**config.mk**
```make
export PLATFORM = sky130hd
export DESIGN_NAME = i2c_slv_rx_core
export DESIGN_NICKNAME = d
export VERILOG_FILES = /design/src/rtl/i2c_slv_rx_core.sv
export SDC_FILE = /design/constraint.sdc
export NUM_CORES = 1
export LEC_CHECK = 0
export CAP_MARGIN = 15
export CORE_MARGIN = 2
export CORE_UTILIZATION = 30
export DETAILED_ROUTE_END_ITERATION = 10
export HOLD_SLACK_MARGIN = 0.05
export PLACE_DENSITY = 0.48
export SLEW_MARGIN = 20
export SYNTH_ARGS = -nofsm -noshare
export SYNTH_HDL_FRONTEND = slang
export SYNTH_SLANG_ARGS = --single-unit
```
**constraint.sdc**
```tcl
create_clock -name clk_i -period 4.55 [get_ports clk_i]
set_input_delay 0.91 -clock clk_i [delete_from_list [all_inputs] [get_ports clk_i]]
set_output_delay 0.91 -clock clk_i [all_outputs]
set_load 0.005 [all_outputs]
```
**src/rtl/i2c_slv_rx_core.sv**
```systemverilog
// I2C target core: 7-bit addressed writes land in an rx FIFO, master reads are served from a
// tx valid/ready stream. SDA is driven open-drain through sda_oe_o.
module i2c_slv_rx_core #(
  parameter logic [6:0]  SLV_ADDR    = 7'h50,
  parameter int unsigned FIFO_DEPTH  = 4,
  parameter int unsigned SYNC_STAGES = 2
) (
  input  logic       clk_i,
  input  logic       rst_ni,
  input  logic       scl_i,
  input  logic       sda_i,
  output logic       sda_oe_o,
  input  logic       en_i,
  output logic [7:0] rx_data_o,
  output logic       rx_valid_o,
  input  logic       rx_ready_i,
  input  logic [7:0] tx_data_i,
  input  logic       tx_valid_i,
  output logic       tx_ready_o,
  output logic       busy_o,
  output logic       ovf_o,
  output logic       unf_o,
  input  logic       clr_flags_i,
  output logic       irq_o
);

  localparam int unsigned PtrW = $clog2(FIFO_DEPTH);

  typedef enum logic [2:0] {
    StIdle, StAddr, StAddrAck, StWrData, StWrAck, StRdData, StRdAck, StIgnore
  } state_e;

  logic [SYNC_STAGES-1:0] scl_sync_q, sda_sync_q;
  logic                   scl_s, sda_s, scl_prev_q, sda_prev_q;
  logic                   scl_rise, scl_fall, start_det, stop_det;

  state_e      state_q, state_d;
  logic [3:0]  cnt_q, cnt_d;
  logic [7:0]  shift_q, shift_d;
  logic        oe_q, oe_d;
  logic        push_q, push_d;
  logic        rd_ack_q, rd_ack_d;
  logic        tx_ready_q, tx_ready_d;
  logic        ovf_q, unf_q, ovf_set, unf_set;
  logic        ld;
  logic        fifo_we, pop, full, empty;

  logic [7:0]  mem_q [FIFO_DEPTH];
  logic [PtrW:0] wptr_q, rptr_q;

  always_ff @(posedge clk_i or negedge rst_ni) begin
    if (!rst_ni) begin
      scl_sync_q <= '1;
      sda_sync_q <= '1;
      scl_prev_q <= 1'b1;
      sda_prev_q <= 1'b1;
    end else begin
      scl_sync_q <= {scl_sync_q[SYNC_STAGES-2:0], scl_i};
      sda_sync_q <= {sda_sync_q[SYNC_STAGES-2:0], sda_i};
      scl_prev_q <= scl_s;
      sda_prev_q <= sda_s;
    end
  end

  assign scl_s     = scl_sync_q[SYNC_STAGES-1];
  assign sda_s     = sda_sync_q[SYNC_STAGES-1];
  assign scl_rise  = scl_s & ~scl_prev_q;
  assign scl_fall  = ~scl_s & scl_prev_q;
  assign start_det = scl_s & scl_prev_q & sda_prev_q & ~sda_s;
  assign stop_det  = scl_s & scl_prev_q & ~sda_prev_q & sda_s;

  assign empty = (wptr_q == rptr_q);
  assign full  = (wptr_q == {~rptr_q[PtrW], rptr_q[PtrW-1:0]});
  assign pop   = ~empty & rx_ready_i;

  always_comb begin
    state_d    = state_q;
    cnt_d      = cnt_q;
    shift_d    = shift_q;
    oe_d       = oe_q;
    push_d     = 1'b0;
    rd_ack_d   = rd_ack_q;
    tx_ready_d = 1'b0;
    ovf_set    = 1'b0;
    unf_set    = 1'b0;
    fifo_we    = 1'b0;
    ld         = 1'b0;

    unique case (state_q)
      StAddr: begin
        if (scl_rise && cnt_q < 4'd8) begin
          shift_d = {shift_q[6:0], sda_s};
          cnt_d   = cnt_q + 4'd1;
        end else if (scl_fall && cnt_q == 4'd8) begin
          if (shift_q[7:1] == SLV_ADDR && en_i) begin
            state_d = StAddrAck;
            oe_d    = 1'b1;
          end else begin
            state_d = StIgnore;
          end
        end
      end
      StAddrAck: begin
        if (scl_fall) begin
          oe_d  = 1'b0;
          cnt_d = 4'd0;
          if (shift_q[0]) begin
            state_d = StRdData;
            ld      = 1'b1;
          end else begin
            state_d = StWrData;
          end
        end
      end
      StWrData: begin
        // The push lands one clk after the 8th rising edge, well before the next falling edge.
        if (push_q) begin
          if (full && !pop) begin
            ovf_set = 1'b1;
            state_d = StIgnore;
          end else begin
            fifo_we = 1'b1;
          end
        end else if (scl_rise && cnt_q < 4'd8) begin
          shift_d = {shift_q[6:0], sda_s};
          cnt_d   = cnt_q + 4'd1;
          push_d  = (cnt_q == 4'd7);
        end else if (scl_fall && cnt_q == 4'd8) begin
          state_d = StWrAck;
          oe_d    = 1'b1;
        end
      end
      StWrAck: begin
        if (scl_fall) begin
          oe_d    = 1'b0;
          cnt_d   = 4'd0;
          state_d = StWrData;
        end
      end
      StRdData: begin
        if (scl_fall) begin
          if (cnt_q == 4'd7) begin
            oe_d     = 1'b0;
            rd_ack_d = 1'b0;
            state_d  = StRdAck;
          end else begin
            shift_d = {shift_q[6:0], 1'b1};
            cnt_d   = cnt_q + 4'd1;
            oe_d    = ~shift_q[6];
          end
        end
      end
      StRdAck: begin
        if (scl_rise) begin
          if (sda_s) state_d = StIgnore;
          else       rd_ack_d = 1'b1;
        end else if (scl_fall && rd_ack_q) begin
          state_d = StRdData;
          ld      = 1'b1;
        end
      end
      default: ;
    endcase

    if (start_det) begin
      state_d  = StAddr;
      cnt_d    = 4'd0;
      oe_d     = 1'b0;
      push_d   = 1'b0;
      rd_ack_d = 1'b0;
    end else if (stop_det) begin
      state_d = StIdle;
      oe_d    = 1'b0;
      push_d  = 1'b0;
    end

    if (!en_i) begin
      oe_d = 1'b0;
      if (state_d != StIdle) state_d = StIgnore;
    end

    // Only consume a tx byte if the load survives the bus/enable overrides above.
    if (ld && state_d == StRdData) begin
      cnt_d = 4'd0;
      if (tx_valid_i) begin
        shift_d    = tx_data_i;
        tx_ready_d = 1'b1;
        oe_d       = ~tx_data_i[7];
      end else begin
        shift_d = 8'hFF;
        unf_set = 1'b1;
        oe_d    = 1'b0;
      end
    end
  end

  always_ff @(posedge clk_i or negedge rst_ni) begin
    if (!rst_ni) begin
      state_q    <= StIdle;
      cnt_q      <= 4'd0;
      shift_q    <= 8'd0;
      oe_q       <= 1'b0;
      push_q     <= 1'b0;
      rd_ack_q   <= 1'b0;
      tx_ready_q <= 1'b0;
      ovf_q      <= 1'b0;
      unf_q      <= 1'b0;
    end else begin
      state_q    <= state_d;
      cnt_q      <= cnt_d;
      shift_q    <= shift_d;
      oe_q       <= oe_d;
      push_q     <= push_d;
      rd_ack_q   <= rd_ack_d;
      tx_ready_q <= tx_ready_d;
      ovf_q      <= ovf_set | (ovf_q & ~clr_flags_i);
      unf_q      <= unf_set | (unf_q & ~clr_flags_i);
    end
  end

  always_ff @(posedge clk_i or negedge rst_ni) begin
    if (!rst_ni) begin
      for (int unsigned i = 0; i < FIFO_DEPTH; i++) mem_q[i] <= 8'd0;
      wptr_q <= '0;
      rptr_q <= '0;
    end else begin
      if (fifo_we) begin
        mem_q[wptr_q[PtrW-1:0]] <= shift_q;
        wptr_q <= wptr_q + 1'b1;
      end
      if (pop) rptr_q <= rptr_q + 1'b1;
    end
  end

  assign sda_oe_o   = oe_q & en_i;
  assign rx_data_o  = mem_q[rptr_q[PtrW-1:0]];
  assign rx_valid_o = ~empty;
  assign irq_o      = ~empty;
  assign tx_ready_o = tx_ready_q;
  assign ovf_o      = ovf_q;
  assign unf_o      = unf_q;
  assign busy_o     = (state_q == StAddrAck) || (state_q == StWrData) || (state_q == StWrAck) ||
                      (state_q == StRdData) || (state_q == StRdAck);

endmodule

```
==> metrics.md, run 1 <==
| Metric | Value |
|---|---|
| Pre-antenna DRT Iters | `4` |
| Share of cells above drive strength 1 | `0.2353` |
| Clock slew at reported path FFs | `0.07 ns` |
| Met3 wire len | `339 um` |
| Crit path launch | `en_i` |
| Compound-Gate Fraction of Synth Area | `0.1212` |
| Initial antenna violation count | `0` |
| Synth warn | `0` |
| Mux cell area share after synthesis | `0.1698` |
| Worst-case clock buffer depth | `2` |
| CTS Buf Count | `9` |
| DRC errors left | `0` |
| Pwr dens | `485.6 nW/um2` |
| Starting Density | `0.3100` |
| Logic pwr share | `0.266` |
| Clk pwr share | `0.289` |
| Post-CTS Resized | `0` |
| Global-route wire length before repair | `12900 um` |
| Yosys reg bits | `65` |
| Crit path launch type | `primary input` |
| Static leakage | `1.706 nW` |
| Routed len/inst | `16.45 um` |
| Sw frac | `0.3687` |
| Critical register-to-register path endpoint | `shift_q[0]` |
| Clk Latency, worst-skew pair | `0.34 ns` |
| Syn-to-layout area delta | `18.79%` |
| Met2 WL | `3457 um` |
| CTS H-Tree Depth | `3` |
| Area after DPL | `3786 um2` |
| Seq/Total Area, Yosys | `0.4841` |
| Crit path time final | `3.154 ns` |
| Synthesized area | `3376 um2` |
| CP dominant cell by count | `clkdlybuf4s50_1` |
| Post-DP HPWL | `5268 um` |
| Asr flop ratio synth | `1.000` |
| Row cnt | `38` |
| Most common cell after layout, fill and taps aside | `dfrtp_1` |
| Fmax achieved | `317.0 MHz` |
| Final Cell Area | `4010 um2` |
| Top delay family on crit path | `buffers and inverters` |
| Via count | `2358` |
| CTS tree | `done` |
| Initial DRC Count | `83` |
| Antenna Cells | `0` |
| Via/cell ratio | `5.093` |
| Adder-Cell Fraction of Synth Area | `0.02595` |
| Crit path max fanout | `7` |
| Routed Antenna Nets | `0` |
| Nets | `341` |
| Post-synth EDFFs | `0` |
| R2r setup slk | `1.74 ns` |
| WP buf/inv | `2` |
| Critical Path Stages | `3` |
| Hold_ws | `0.3582 ns` |
| Xor/xnor cell area share of the yosys netlist | `0.02076` |
| Crit path max-delay cell type | `clkdlybuf4s50_1` |
| Internal | `1.229 mW` |
| Dominant synthesized flop cell | `dfrtp_1` |
| # Post-CTS Setup Buffers | `0` |
| Worst-Margin Slew | `0.8115 ns` |
| GRT Resource Usage Total | `0.1422` |
| Area fraction of the dominant cell type after synthesis | `0.4374` |
| # IOs | `31` |
| Total Wirelength | `7618 um` |
| CP Capture Type | `output pin` |
| Height of the die | `110.1 um` |
| Fin crit share | `0.6933` |
| Seq pwr share | `0.445` |
| TritonCTS Sinks | `65` |
| Port Buf Inserts | `30` |
| Post-Syn Instances | `291` |
| Most frequent cells in the layout | `59 x dfrtp_1, 33 x mux2_2, 29 x clkdlybuf4s50_1` |
| Required @ worst endpoint | `3.64 ns` |
| Clock Root Buffer | `clkbuf_8` |
| Hold crit path type | `flip-flop to flip-flop` |
| WP data arrival | `2.24 ns` |
| Post-synth top area cell | `dfrtp_1` |
| Synth Area per Inst | `11.60 um2` |
| Max VDD drop | `156.1 uV` |
| GP Congestion | `0.7553` |
| Max_cap viols | `0` |
| Sw power | `0.7181 mW` |
| Worst setup endpoint | `sda_oe_o` |
| M1 WL | `3695 um` |
| Critical path class | `primary input to output pin` |
| Simple-Gate Fraction of Synth Area | `0.1475` |
| Number of global-route vias before repair | `2453` |
| Core area | `10890 um2` |
| GRT overflow | `0` |
| Netlist cell types | `56` |
| Clk_skew | `0.009424 ns` |
| Setup_tns | `0 ns` |
| Synth top area cells | `dfrtp_1 44%, mux2_2 11%, mux4_2 5.3%` |
| RSZ-0062 raised after global routing | `false` |
| Hold Buf Count CTS | `0` |
| Final setup fails | `0` |
| Cell count of the worst reg-to-reg path | `6` |
| Worst stage delay on the critical path | `0.60 ns` |
| Combinational family with the most area after synthesis | `multiplexers` |
| Highest routed layer | `met4` |
| Slew Viols, Final | `0` |
| Relative slew margins | `0.4590` |
| Final Hold Vio Count | `0` |
| Die ar. | `12120 um2` |
| Cell Chain, Critical Path | `clkdlybuf4s50_1, and2_1, clkdlybuf4s50_1` |
| Post-Syn Nets | `314` |
| Largest net degree at the start of global routing | `50` |
| Status | `completed` |
| Worst R2R Start | `state_q[2]` |
| Overall die width | `110.1 um` |
==> synth_stat cells (3+ instances only) <==
library cell / instances
buf_2: 5
nor2b_1: 5
nand3b_1: 5
inv_1: 9
nor4_1: 3
nor3_1: 5
mux4_2: 8
o21ai_0: 21
nor2_1: 5
nand3_1: 7
clkbuf_1: 6
xnor2_1: 5
mux2_2: 33
nand2_2: 4
nand4_1: 3
dfstp_2: 6
o211ai_1: 3
o22ai_1: 8
nand2_1: 24
ha_1: 7
a21oi_1: 6
dfrtp_1: 59
xor2_1: 3
nand2b_1: 8
==> registers in the layout, summed over array words and instances, names as in the netlist <==
name and flops:
mem_q 32, shift_q 8, cnt_q 4, rptr_q 3, state_q 3, wptr_q 3, scl_sync_q 2, sda_sync_q 2
oe_q 1, ovf_o 1, push_q 1, rd_ack_q 1, scl_prev_q 1, sda_prev_q 1, tx_ready_o 1, unf_o 1
==> metrics by stage <==
stage          instances  total power, mW    util  setup WS (ns)
3_5_place_dp         447            1.399  0.3477          1.091
6_report             463            1.947  0.3683          1.396
4_1_cts              463            1.970  0.3683          1.363
5_1_grt              463            2.097  0.3683          1.200
3_3_place_gp         447            1.398  0.3475          1.165
2_1_floorplan        291            1.220       -          2.277
==> per-layer routing <==
layer	global-route usage	vias to the layer above
li1	-	1131
met1	0.1991	1167
met2	0.2156	49
met3	0.03410	11
met4	0.04792	0
met5	0	-
==> cell type report <==
cell class                 instances  area, um2
timing repair buffer              31      305.3
inverter                           9      33.78
fill                            1085       6878
sequential                        65       1634
clock buffer                       9      123.9
clock inverter                     7      100.1
tap                              140      175.2
multi-input combinational        202       1638
==> worst min path at each step <==
stage	cells past startpoint	slack (ns)	from	end
floorplan	0	0.35	scl_sync_q[0]	scl_sync_q[1]
global placement	0	0.35	sda_sync_q[0]	sda_sync_q[1]
detailed placement	0	0.35	sda_sync_q[0]	sda_sync_q[1]
CTS	0	0.36	sda_sync_q[0]	sda_sync_q[1]
global route	0	0.36	sda_sync_q[0]	sda_sync_q[1]
finish	0	0.36	scl_sync_q[0]	scl_sync_q[1]
==> logic make-up (layout without fill, tap and decap cells) <==
family | after synthesis | after routing
xor gates and xnor gates | 8 | 8
buffers and inverters | 24 | 56
adders and majority gates | 7 | 7
and+or+nand+nor | 84 | 84
DFF | 65 | 65
AOI/OAI and AO/OA | 60 | 60
muxes | 43 | 43
==> power groups by stage <==
stage	combinational, mW	sequential [mW]	clock [mW]
final	0.519	0.866	0.563
after detailed placement	0.519	0.880	0
after global placement	0.516	0.882	0
after CTS	0.522	0.870	0.578
after global routing	0.592	0.895	0.610
after floorplan	0.490	0.730	0
Note: power is estimated with default switching activity, not from simulation.
==> run 2: changes to the inputs <==
--- a/config.mk
+++ b/config.mk
@@ -10,7 +10,7 @@
 export CORE_UTILIZATION = 30
 export DETAILED_ROUTE_END_ITERATION = 10
 export HOLD_SLACK_MARGIN = 0.05
-export PLACE_DENSITY = 0.48
+export PLACE_DENSITY = 0.5
 export SLEW_MARGIN = 20
 export SYNTH_ARGS = -nofsm -noshare
 export SYNTH_HDL_FRONTEND = slang
==> constraint.sdc (replaced) <==
create_clock -name clk_i -period 2.8 [get_ports clk_i]
set_input_delay 0.56 -clock clk_i [delete_from_list [all_inputs] [get_ports clk_i]]
set_output_delay 0.56 -clock clk_i [all_outputs]
set_load 0.005 [all_outputs]
==> run 2 against run 1 <==
Effect of this change:
- clock-buffer cell count unchanged
- critical path type is now flip-flop to output pin
- utilization is 0.37 points higher
- via count grew 2.5%
- largest cell class unchanged
==> metrics.md, run 2 (synthesis gave the netlist of run 1 again) <==
| Metric | Value |
|---|---|
| Syn-to-layout area delta | `19.98%` |
| Pwr dens | `777.4 nW/um2 (+60%)` |
| Hold crit path type | `primary input to asynchronous set/reset pin` |
| Fmax achieved | `380.4 MHz` |
| Static leakage | `1.723 nW (+0.99%)` |
| WP data arrival | `2.07 ns (-0.17 ns)` |
| Post-DP HPWL | `5177 um (-1.7%)` |
| Crit path launch type | `flip-flop` |
| Largest reg by FF count | `mem_q` |
| Pre-antenna DRT Iters | `4 (unchanged)` |
| Max VDD drop | `268.6 uV (+72%)` |
| Clk Latency, worst-skew pair | `0.35 ns (about the same)` |
| Global-route wire length before repair | `12560 um (-2.6%)` |
| Cell Chain, Critical Path | `xor2_1, nor2_1, nand2_1, clkdlybuf4s50_1` |
| Via/cell ratio | `5.151 (+1.1%)` |
| Via count | `2416 (+2.5%)` |
| # Post-CTS Setup Buffers | `0 (unchanged)` |
| Port Buf Inserts | `30 (unchanged)` |
| Antenna Cells | `0 (unchanged)` |
| Worst-Margin Slew | `0.5945 ns (-0.2170 ns)` |
| Clock Root Buffer | `clkbuf_8` |
| Nets | `347 (+1.8%)` |
| Most common cell after layout, fill and taps aside | `dfrtp_1` |
| Met2 usage | `0.2068 (-0.008764)` |
| Hold_ws | `0.2170 ns (-0.1412 ns)` |
| GRT met1 Usage | `0.2002 (+0.001119)` |
| Final setup fails | `0 (unchanged)` |
| Most frequent cells in the layout | `59 x dfrtp_1, 33 x mux2_2, 29 x clkdlybuf4s50_1` |
| Required @ worst endpoint | `2.24 ns (-1.40 ns)` |
| Crit path max fanout | `11 (+4)` |
| Starting Density | `0.3100 (unchanged)` |
| Largest net degree at the start of global routing | `66 (+32%)` |
| Total power | `3.148 mW (+62%)` |
| Worst stage delay on the critical path | `0.68 ns (+0.08 ns)` |
| Initial antenna violation count | `0 (unchanged)` |
| Biggest regs | `mem_q: 32 flops, shift_q: 8 flops, cnt_q: 4 flops` |
| Clock slew at reported path FFs | `0.09 ns (+0.02 ns)` |
| Initial DRC Count | `134 (+61%)` |
| Number of global-route vias before repair | `2368 (-3.5%)` |
| TritonCTS Sinks | `65 (unchanged)` |
| Crit path max-delay cell type | `dfrtp_1` |
| CTS Buf Count | `9 (unchanged)` |
| Die ar. | `12120 um2 (unchanged)` |
| Overall die width | `110.1 um (unchanged)` |
| Height of the die | `110.1 um (unchanged)` |
| Max FFs per register | `32 (unchanged)` |
| RSZ-0062 raised after global routing | `false` |
| Final Hold Vio Count | `0 (unchanged)` |
| Top delay family on crit path | `flip-flops` |
| Clk_skew | `0.007851 ns (-0.001573 ns)` |
| Post-CTS Resized | `0 (unchanged)` |
| GRT Max-Usage Layer | `met2` |
| Setup_tns | `0 ns (unchanged)` |
| Row cnt | `38 (unchanged)` |
| GRT Resource Usage Total | `0.1386 (-0.003627)` |
| DRC errors left | `0 (unchanged)` |
| Fin crit share | `0.9388` |
| Critical path class | `flip-flop to output pin` |
| Routed len/inst | `16.14 um (-1.9%)` |
| Total Wirelength | `7572 um (-0.60%)` |
| Core area | `10890 um2 (unchanged)` |
| # IOs | `31 (unchanged)` |
| Max_cap viols | `0 (unchanged)` |
| CTS H-Tree Depth | `3 (unchanged)` |
| Slew Viols, Final | `0 (unchanged)` |
| Status | `completed` |
| Relative slew margins | `0.5986 (+0.1396)` |
| Worst-case clock buffer depth | `2 (unchanged)` |
| GP Congestion | `0.9186 (+22%)` |
| Share of cells above drive strength 1 | `0.2492 (+0.01395)` |
| Met3 GRT Util | `0.01940 (-0.01470)` |
| CP Capture Type | `output pin` |
| Routed Antenna Nets | `0 (unchanged)` |
| Hold Buf Count CTS | `0 (unchanged)` |
| GRT overflow | `0 (unchanged)` |
| CTS tree | `done` |
| Crit path time final | `2.629 ns` |
| WP buf/inv | `1 (-1)` |
run 2: metrics by stage:
stage	utilization	setup slack (ns)	cell area, um2	cells
2_1_floorplan	-	0.7262	3376	291
3_3_place_gp	0.3528	0.1698	3841	453
3_5_place_dp	0.3528	0.1465	3841	453
4_1_cts	0.3720	0.1297	4050	469
5_1_grt	0.3720	0.02521	4050	469
6_report	0.3720	0.1713	4050	469
run 2: final cells by class:
type                       instances  area, um2
clock buffer                       9      123.9
sequential                        65       1634
tap                              140      175.2
multi-input combinational        202       1638
fill                            1071       6838
clock inverter                     7      85.08
inverter                           9      33.78
timing repair buffer              37      360.3
run 2: routing by layer:
metal | vias up | routed length (um) | part of all wire
met4 | 0 | 103 | 0.014
li1 | 1143 | - | -
met1 | 1207 | 3746 | 0.49
met2 | 58 | 3467 | 0.46
met5 | - | 0 | 0
met3 | 8 | 255 | 0.034
run 2: worst register-to-register path: cells and delay by family (launching register included):
family | cells | cell delay, ns
DFF | 1 | 0.48
AOI/OAI and AO/OA | 5 | 1.25
and+or+nand+nor | 1 | 0.48
run 2: report_power, final:
part	internal, mW	switching (mW)	leakage [nW]
Sequential	1.06	0.248	0.842
Clock	0.430	0.422	0.100
Combinational	0.471	0.516	0.781
run 2: worst paths after layout:
kind,endpoint,slack [ns],depth (start not counted),start
worst max-delay path,rx_valid_o,0.17,4,rptr_q[1]
worst min-delay path,mem_q[11],0.22,2,rst_ni
worst max register to register,state_q[1],0.46,6,shift_q[2]
worst min register to register,sda_sync_q[1],0.36,0,sda_sync_q[0]
max in group asynchronous,sda_prev_q,2.27,2,rst_ni
min in group clk_i,sda_sync_q[1],0.36,0,sda_sync_q[0]
==> run 3: changes to the inputs <==
--- a/config.mk
+++ b/config.mk
@@ -9,7 +9,6 @@
 export CORE_MARGIN = 2
 export CORE_UTILIZATION = 30
 export DETAILED_ROUTE_END_ITERATION = 10
-export HOLD_SLACK_MARGIN = 0.05
 export PLACE_DENSITY = 0.5
 export SLEW_MARGIN = 20
 export SYNTH_ARGS = -nofsm -noshare
==> results of run 3 <==
Final layout, timing and power as in run 2 (identical DEF).
